--- src/rtl/laser_trip_detector.sv ---
// Debounced laser beam-break detector: hysteresis beam level, arming confirmation and trip debounce.
// Optional sample-stream watchdog enabled by defining LASER_TRIP_WATCHDOG_EN.
module laser_trip_detector #(
   parameter int DATA_W      = 12,
   parameter int THRESH_LO   = 1200,
   parameter int THRESH_HI   = 1800,
   parameter int ARM_COUNT   = 8,
   parameter int TRIP_COUNT  = 4,
   parameter int WDOG_CYCLES = 50000
) (
   input  logic              clock,
   input  logic              rst,
   input  logic [DATA_W-1:0] sample,
   input  logic              sample_valid,
   input  logic              arm,
   output logic              laser_triggered,
   output logic              armed,
   output logic              beam_present,
   output logic              fault,
   output logic [1:0]        state_dbg
);

   localparam int ARM_W = $clog2(ARM_COUNT + 1);
   localparam int LOW_W = $clog2(TRIP_COUNT + 1);

   typedef enum logic [1:0] {
      IDLE    = 2'd0,
      ARMING  = 2'd1,
      WATCH   = 2'd2,
      TRIPPED = 2'd3
   } state_t;

   state_t           state, state_nxt;
   logic [ARM_W-1:0] arm_cnt, arm_cnt_nxt;
   logic [LOW_W-1:0] low_cnt, low_cnt_nxt;
   logic             lit, dark;
   logic             wdog_flag;

   assign lit       = (sample >= DATA_W'(THRESH_HI));
   assign dark      = (sample <  DATA_W'(THRESH_LO));
   assign state_dbg = state;

`ifdef LASER_TRIP_WATCHDOG_EN
   localparam int WD_W = $clog2(WDOG_CYCLES + 1);

   logic [WD_W-1:0] wdog_cnt;
   logic            wdog_hit;

   assign wdog_hit  = (wdog_cnt == WD_W'(WDOG_CYCLES));
   // A stall counts as soon as the limit is reached, so WATCH trips on the same edge fault sets.
   assign wdog_flag = fault | wdog_hit;

   always_ff @(posedge clock or negedge rst) begin
      if (!rst) begin
         wdog_cnt <= '0;
         fault    <= 1'b0;
      end else begin
         if (sample_valid)
            wdog_cnt <= '0;
         else if (!wdog_hit)
            wdog_cnt <= wdog_cnt + WD_W'(1);
         if (!arm)
            fault <= 1'b0;
         else if (wdog_hit && state != IDLE)
            fault <= 1'b1;
      end
   end
`else
   assign fault     = 1'b0;
   assign wdog_flag = 1'b0;
`endif

   always_comb begin
      state_nxt   = state;
      arm_cnt_nxt = arm_cnt;
      low_cnt_nxt = low_cnt;
      if (!arm) begin
         // Disarm overrides everything, including a final dark sample on the same cycle.
         state_nxt   = IDLE;
         arm_cnt_nxt = '0;
         low_cnt_nxt = '0;
      end else begin
         case (state)
            IDLE: begin
               state_nxt   = ARMING;
               arm_cnt_nxt = '0;
            end
            ARMING: begin
               if (sample_valid) begin
                  if (lit) begin
                     if (arm_cnt != ARM_W'(ARM_COUNT))
                        arm_cnt_nxt = arm_cnt + ARM_W'(1);
                     if (arm_cnt >= ARM_W'(ARM_COUNT - 1) && !wdog_flag) begin
                        state_nxt   = WATCH;
                        low_cnt_nxt = '0;
                     end
                  end else begin
                     arm_cnt_nxt = '0;
                  end
               end
            end
            WATCH: begin
               if (wdog_flag) begin
                  state_nxt = TRIPPED;
               end else if (sample_valid) begin
                  if (dark) begin
                     if (low_cnt != LOW_W'(TRIP_COUNT))
                        low_cnt_nxt = low_cnt + LOW_W'(1);
                     if (low_cnt >= LOW_W'(TRIP_COUNT - 1))
                        state_nxt = TRIPPED;
                  end else begin
                     // Band samples also clear the debounce, not only lit ones.
                     low_cnt_nxt = '0;
                  end
               end
            end
            TRIPPED: state_nxt = TRIPPED;
            default: state_nxt = IDLE;
         endcase
      end
   end

   always_ff @(posedge clock or negedge rst) begin
      if (!rst) begin
         state           <= IDLE;
         arm_cnt         <= '0;
         low_cnt         <= '0;
         laser_triggered <= 1'b0;
         armed           <= 1'b0;
         beam_present    <= 1'b0;
      end else begin
         state           <= state_nxt;
         arm_cnt         <= arm_cnt_nxt;
         low_cnt         <= low_cnt_nxt;
         laser_triggered <= (state_nxt == TRIPPED);
         armed           <= (state_nxt == WATCH);
         if (sample_valid) begin
            if (lit)
               beam_present <= 1'b1;
            else if (dark)
               beam_present <= 1'b0;
         end
      end
   end

endmodule

--- config.mk ---
export PLATFORM = sky130hd
export DESIGN_NAME = laser_trip_detector
export DESIGN_NICKNAME = d
export VERILOG_FILES = /design/src/rtl/laser_trip_detector.sv
export SDC_FILE = /design/constraint.sdc
export NUM_CORES = 1
export LEC_CHECK = 0
export ABC_CLOCK_PERIOD_IN_PS = 2300
export BUFFER_PORTS_ARGS = -buffer_cell sky130_fd_sc_hd__buf_2
export CAP_MARGIN = 20
export CORE_UTILIZATION = 55
export CTS_BUF_LIST = sky130_fd_sc_hd__clkbuf_8
export DETAILED_ROUTE_END_ITERATION = 8
export PLACE_DENSITY = 0.92
export SLEW_MARGIN = 30
export SYNTH_ARGS = -nofsm -noshare
export SYNTH_HDL_FRONTEND = slang
export SYNTH_SLANG_ARGS = --single-unit
--- constraint.sdc ---
create_clock -name clock -period 2.3 [get_ports clock]
set_clock_uncertainty 0.05 [all_clocks]
set_input_delay 0.575 -clock clock [delete_from_list [all_inputs] [get_ports clock]]
set_output_delay 0.575 -clock clock [all_outputs]
set_load 0.01 [all_outputs]
==> metrics.md, run 1 <==
| Metric | Value |
|---|---|
| Post-CTS setup buffer count | `0` |
| Internal power | `356 uW` |
| Final hold violations | `0` |
| DRC viols | `0` |
| Routed wire per std cell | `12.6 um` |
| Net Count, Synth | `105` |
| Io pins | `22` |
| Worst Path Required | `2.37 ns` |
| Syn avg cell area | `9.67 sq um` |
| Chip Width | `40.4 um` |
| Area leader, netlist | `dfrtp_1` |
| CP Data Arrival Time | `1.69 ns` |
| Hold Crit Class | `primary input to asynchronous set/reset pin` |
| First-pass GRT wire length | `2.29 mm` |
| Total clock sinks | `12` |
| Synthesis Warnings | `0` |
| Total GRT Usage | `22.2%` |
| Final setup fails | `0` |
| RSZ-0062 raised after global routing | `false` |
| Synth cell types | `37` |
| Power per cell area | `491 nW/um^2` |
| CTS tree | `yes` |
| Site Rows | `13` |
| Placed Cells | `114` |
| Period Utilization, post-route | `70.6%` |
| Sw frac | `23.3%` |
| Share of the synthesized area in the top cell type | `37.0%` |
| Worst vdd ir | `311 uV` |
| Net Switching | `108 uW` |
| Clock share of power | `39.3%` |
| GRT overflow | `0` |
| Synth top area cells | `dfrtp_1, ha_1, inv_1` |
| Final max-slew violation count | `0` |
| Total of max-cap violations | `0` |
| Outcome | `completed` |
| Final setup TNS | `0 ns` |
| H-tree depth | `1` |
| Gp weighted congestion | `0.824` |
| FMAX | `0.615 GHz` |
| Fraction of layout cells with a size suffix above 1 | `28.4%` |
| Largest net degree at the start of global routing | `13` |
| P_leak | `0.439 nW` |
| Area Growth Syn to Fin | `16.3%` |
| Gate power share | `13.3%` |
| CTS resizes | `0` |
| PortBufs | `17` |
| Setup CP Type | `flop to flop` |
| Post-layout min period | `1.62 ns` |
| Height of the die | `40.4 um` |
| HPWL after detailed placement | `1.15 mm` |
| Vias/cell | `5.76` |
| Latest clock arrival within the worst-skew pair | `0.23 ns` |
| Number of fill cells | `100` |
| N_diodes | `0` |
| Vias in the first global route | `587` |
| Post-Layout Cell Count | `117` |
| Layout net count | `125` |
| Clock-pin slew on the worst setup and hold paths | `0.05 ns` |
| Initial DRT Pass Iterations | `4` |
| Max clock buf depth | `2` |
| Sequential Area | `300 sq um` |
| Via count | `674` |
| CP Max Fanout | `4` |
| Area of the multi-input gates | `469 sq um` |
| Cell area after synthesis | `812 sq um` |
| Crit end category | `flop` |
| Flops & latches, synth | `12` |
| Initial DRC count | `12` |
| Syn Inst Count | `84` |
| Part of the Yosys area used for sequential elements | `37.0%` |
| Crit path launch type | `flop` |
| Hold Buf Count CTS | `0` |
| Reg power frac | `47.4%` |
| Clock Tree Root | `clkbuf_8` |
| Die area | `1630 sq um` |
| Core Region | `1330 sq um` |
| ANT nets after route | `0` |
| Starting Density | `60.9%` |
| Clock buffer count from CTS | `3` |
| Antenna violations before repair | `0` |
| Final wirelength | `1.48 mm` |
[sequential cells by signal, summed over array words and instances, names as in the netlist]
register and count:
laser_triggered 1, armed 1, state_dbg 2, arm_cnt 4, beam_present 1, low_cnt 3
[worst paths after layout]
check	start	to	cells after the start	slack (ns)
worst max-delay path	arm_cnt[0]	low_cnt[2]	5	0.68
worst min-delay path	rst	armed	1	0.15
worst max register to register	arm_cnt[0]	low_cnt[2]	5	0.68
worst min register to register	beam_present	beam_present	1	0.43
max in group asynchronous	rst	laser_triggered	1	1.84
min in group clock	beam_present	beam_present	1	0.43
[metrics by stage]
step / hold WS [ns] / utilization, % / worst slack, ns / total power [mW] / cell area, sq um
6_report: 0.155 / 70.8 / 0.675 / 0.464 / 945
5_1_grt: 0.168 / 70.8 / 0.589 / 0.491 / 945
4_1_cts: 0.160 / 70.8 / 0.684 / 0.470 / 945
3_5_place_dp: 0.412 / 67.7 / 0.454 / 0.285 / 903
3_3_place_gp: 0.414 / 67.7 / 0.493 / 0.283 / 903
2_1_floorplan: 0.229 / - / 0.697 / 0.259 / 812
[cell type report]
cell class | count | share of cell area [%]
clock buffer | 3 | 4.37
inverter | 8 | 3.18
multi-input combinational | 62 | 49.7
sequential | 12 | 31.8
tap | 15 | 1.99
timing repair buffer | 17 | 9.01
[critical path, stage by stage, from the launching register on]
cell      delay (ns)
dfrtp_1         0.41
ha_1            0.25
a21oi_1         0.27
o221ai_2        0.15
nor3b_1         0.15
a211o_1         0.22
[synth_stat cells]
library cell and n:
dfrtp_1 12, inv_1 8, nor2_1 8, nand2_1 7
ha_1 5, a21oi_1 4, o21a_1 3, a211o_1 2
a211oi_1 2, a21o_1 2, a31oi_1 2, nand2b_1 2
nand3_1 2, nor3b_1 2, a211oi_4 1, a21o_2 1
a221o_1 1, a22oi_2 1, a31oi_2 1, and2_2 1
and3_1 1, and3b_1 1, buf_4 1, clkbuf_2 1
conb_1 1, mux2i_1 1, nand3b_1 1, nand4bb_1 1
nor3_1 1, nor3b_2 1, nor4_4 1, o21ai_1 1
o21ai_2 1, o221ai_1 1, o221ai_2 1, o22ai_1 1
o31a_1 1
[power by group through the flow]
stage	sequential (mW)	clock, mW	combinational [mW]
CTS	0.220	0.188	0.0622
finish	0.220	0.182	0.0617
floorplan	0.224	0	0.0347
global placement	0.223	0	0.0601
detailed placement	0.223	0	0.0618
global route	0.220	0.202	0.0690
[logic make-up after synthesis]
group           Yosys count  synth area share (%)
compound gates           26                  27.0
fa+ha+maj                 5                  7.70
buf+inv                  10                  5.24
flops                    12                  37.0
mux                       1                  1.23
other cells               1                 0.462
simple gates             29                  21.4
[per-layer routing]
layer / up-vias / global-route usage [%] / wire (um)
li1: 339 / - / -
met1: 310 / 25.8 / 680
met2: 21 / 35.7 / 687
met3: 4 / 5.00 / 80
met4: 0 / 15.0 / 28
met5: - / 0 / 0
[cell usage in the layout (no fill, tap or decap), drive strengths merged, types with 4 or more instances in the layout]
cell type and count:
nand2 7, inv 8, nor2 8, a21oi 4
dfrtp 12, ha 5, buf 17
No activity file was read; power rests on OpenSTA's default activity.
==> inputs of run 2 (changes only) <==
- ABC_AREA: not set -> 1
- ABC_CLOCK_PERIOD_IN_PS: 2300 -> 1700
- CORE_UTILIZATION: 55 -> 54
- PLACE_DENSITY: 0.92 -> 0.9
- clock period: 2.3 -> 1.7 ns (I/O delays scaled with it)
==> metrics.md, run 2 <==
| Metric | Value |
|---|---|
| Core Region | `1510 sq um (+13%)` |
| Hold Crit Class | `primary input to asynchronous set/reset pin` |
| Area leader, netlist | `dfrtp_1` |
| Biggest register | `arm_cnt` |
| Flip-flop count of the largest register after layout | `4 (unchanged)` |
| Routed wire per std cell | `10.4 um (-17%)` |
| Slowest CP cell | `dfrtp_1` |
| HPWL after detailed placement | `1.26 mm (+10%)` |
| Hold Buf Count CTS | `0 (unchanged)` |
| Worst Path Required | `1.82 ns (-0.55 ns)` |
| Pre-CTS setup slack | `0.233 ns (-0.221 ns)` |
| Clock Tree Root | `clkbuf_8` |
| CTS resizes | `0 (unchanged)` |
| Total GRT Usage | `19.5% (-2.7 points)` |
| Vias in the first global route | `683 (+16%)` |
| Clock buffer count from CTS | `3 (unchanged)` |
| Syn Inst Count | `115 (+37%)` |
| Final hold violations | `0 (unchanged)` |
| Max clock buf depth | `2 (unchanged)` |
| Post-layout min period | `1.43 ns (-0.196 ns)` |
| Height of the die | `42.1 um (+4.1%)` |
| Top FF cell, synth | `dfrtp_1` |
| H-tree depth | `1 (unchanged)` |
| Starting Density | `57.6% (-3.2 points)` |
| Flops & latches, synth | `12 (unchanged)` |
| Async set-reset flop share out of synthesis | `100% (unchanged)` |
| Vias/cell | `5.05 (-12%)` |
| Count leader, synth | `nand2_1` |
| Initial DRC count | `13 (+1)` |
| CP Depth | `9 (+4)` |
| Net Count, Synth | `136 (+30%)` |
| P_leak | `0.550 nW (+25%)` |
| Fraction of layout cells with a size suffix above 1 | `26.1% (-2.3 points)` |
| Critical path startpoint | `low_cnt[0]` |
| PortBufs | `17 (unchanged)` |
| Synth cell types | `23 (-38%)` |
| Chip Width | `42.1 um (+4.1%)` |
| ANT nets after route | `0 (unchanged)` |
| CP peak stage delay | `0.40 ns (about the same)` |
| Power per cell area | `632 nW/um^2 (+29%)` |
| Most common cell after layout, fill and taps aside | `nand2_1` |
| CP delay by family, top | `flip-flops` |
| Post-CTS setup buffer count | `0 (unchanged)` |
| Part of the Yosys area used for sequential elements | `34.6% (-2.4 points)` |
| CP Data Arrival Time | `1.55 ns (-0.14 ns)` |
| Final setup fails | `0 (unchanged)` |
| Synth top area cells | `dfrtp_1, nand2_1, inv_1` |
| Synthesis Warnings | `0 (unchanged)` |
| Period Utilization, post-route | `84.1% (+13 points)` |
| N_diodes | `0 (unchanged)` |
| Buffers and inverters on the worst path | `1 (+1)` |
| Number of fill cells | `129 (+29%)` |
| Io pins | `22 (unchanged)` |
| Syn avg cell area | `7.55 sq um (-22%)` |
| Commonest non-fill, non-tap cells in the layout | `nand2_1, inv_1, buf_2` |
| Outcome | `completed` |
| Latest clock arrival within the worst-skew pair | `0.24 ns (about the same)` |
| RSZ-0062 raised after global routing | `false` |
| Antenna violations before repair | `0 (unchanged)` |
| Area Growth Syn to Fin | `16.0%` |
| Area of the multi-input gates | `478 sq um (+1.9%)` |
| Site Rows | `14 (+1)` |
| Layout net count | `157 (+26%)` |
| Worst reg2reg startpoint | `low_cnt[0]` |
| Synth cell count leaders | `nand2_1, inv_1, dfrtp_1` |
| Total clock sinks | `12 (unchanged)` |
| First-pass GRT wire length | `2.61 mm (+14%)` |
| Final WS setup | `0.271 ns (-0.404 ns)` |
| Sequential Area | `300 sq um (unchanged)` |
| Critical path destination | `armed` |
| Via count | `758 (+12%)` |
| Setup CP Type | `flop to flop` |
| CTS tree | `yes` |
| Gp weighted congestion | `0.843 (+2.3%)` |
| Final wirelength | `1.57 mm (+6.0%)` |
| GRT overflow | `0 (unchanged)` |
| Die area | `1770 sq um (+8.5%)` |
| Largest net degree at the start of global routing | `13 (unchanged)` |
| FMAX | `0.700 GHz (+14%)` |
| Reg-to-reg slack, setup | `0.27 ns (-0.40 ns)` |
| CP Max Fanout | `4 (unchanged)` |
| Post-synth EDFFs | `0 (unchanged)` |
| Initial DRT Pass Iterations | `4 (unchanged)` |
| Worst R2R End | `armed` |
| Worst vdd ir | `782 uV (+150%)` |
| Final max-slew violation count | `0 (unchanged)` |
| CP Cell Sequence | `ha_1 > ha_1 > nor2_1 > o21ai_0 > nand4_1 > nand2_1 > inv_1 > nor2_2 > nor2_1` |
| R2R cell count | `9 (+4)` |
| DRC viols | `0 (unchanged)` |
| Crit path launch type | `flop` |
| Clock-pin slew on the worst setup and hold paths | `0.05 ns (about the same)` |
| Total of max-cap violations | `0 (unchanged)` |
| Crit end category | `flop` |
| Cell area after synthesis | `868 sq um (+6.9%)` |
| Final Core Density | `66.9% (-4.0 points)` |
| Share of the synthesized area in the top cell type | `34.6% (-2.4 points)` |
| Final setup TNS | `0 ns (unchanged)` |
## run 2: cell count changes after synthesis, sizes merged, moves of 4 or more
| cell | previous run | this run |
|---|---|---|
| nand2 | 7 | 32 |
| inv | 8 | 22 |
| nand4 | 0 | 8 |
| nand3 | 2 | 7 |
| nor2 | 8 | 12 |
## run 2: final cells by class
class / instances / share of cell area (%)
multi-input cells: 80 / 47.5
repair buffers: 17 / 8.45
flip-flops and latches: 12 / 29.8
well taps: 16 / 1.99
inverters: 22 / 8.20
clock buffers: 3 / 4.10
## run 2: worst reg2reg max path: cells and delay by family, from the launching register on
kind / cells / cell delay [ns]
compound gates: 1 / 0.09
fa+ha+maj: 2 / 0.38
buf+inv: 1 / 0.08
flops: 1 / 0.40
simple gates: 5 / 0.37
## run 2: worst min path at each step
stage          from      endpoint  slack (ns)  cells after the start
2_1_floorplan   rst    arm_cnt[0]        0.08                      0
3_3_place_gp    rst    low_cnt[2]        0.26                      1
3_5_place_dp    rst    low_cnt[2]        0.26                      1
4_1_cts         rst  beam_present       0.003                      1
5_1_grt         rst    arm_cnt[3]        0.02                      1
6_report        rst    low_cnt[1]       0.005                      1
## run 2: power by group
part           leakage [nW]  switching (mW)  internal (mW)
registers             0.162         0.00371          0.292
clock network        0.0216           0.100          0.156
logic                 0.367          0.0545         0.0305
total                 0.550           0.158          0.478
## run 2: cell families (layout without fill, tap and decap cells)
family / Yosys count / in the layout / share of synthesized area (%)
xor gates and xnor gates: 2 / 2 / 2.02
and+or+nand+nor: 61 / 61 / 35.7
AOI/OAI and AO/OA: 11 / 11 / 9.65
other: 1 / 1 / 0.432
buffers and inverters: 23 / 42 / 10.4
DFF: 12 / 12 / 34.6
adders and majority gates: 5 / 5 / 7.20
## run 2: routing by layer
metal  vias to the layer above  GRT usage (%)  routed length, um
met5                         -              0                  0
met4                         0           9.38                  0
met3                         0           4.31                 71
met2                        22           32.5                746
met1                       333           23.8                746
li1                        403              -                  -
## run 2: metrics by stage
step / area (sq um) / std cells / hold slack, ns / total power [mW]
final: 1010 / 150 / 0.00500 / 0.637
after detailed placement: 966 / 147 / 0.263 / 0.385
after global routing: 1010 / 150 / 0.0223 / 0.665
after floorplan: 868 / 115 / 0.0794 / 0.350
after global placement: 966 / 147 / 0.259 / 0.382
after CTS: 1010 / 150 / 0.00305 / 0.645
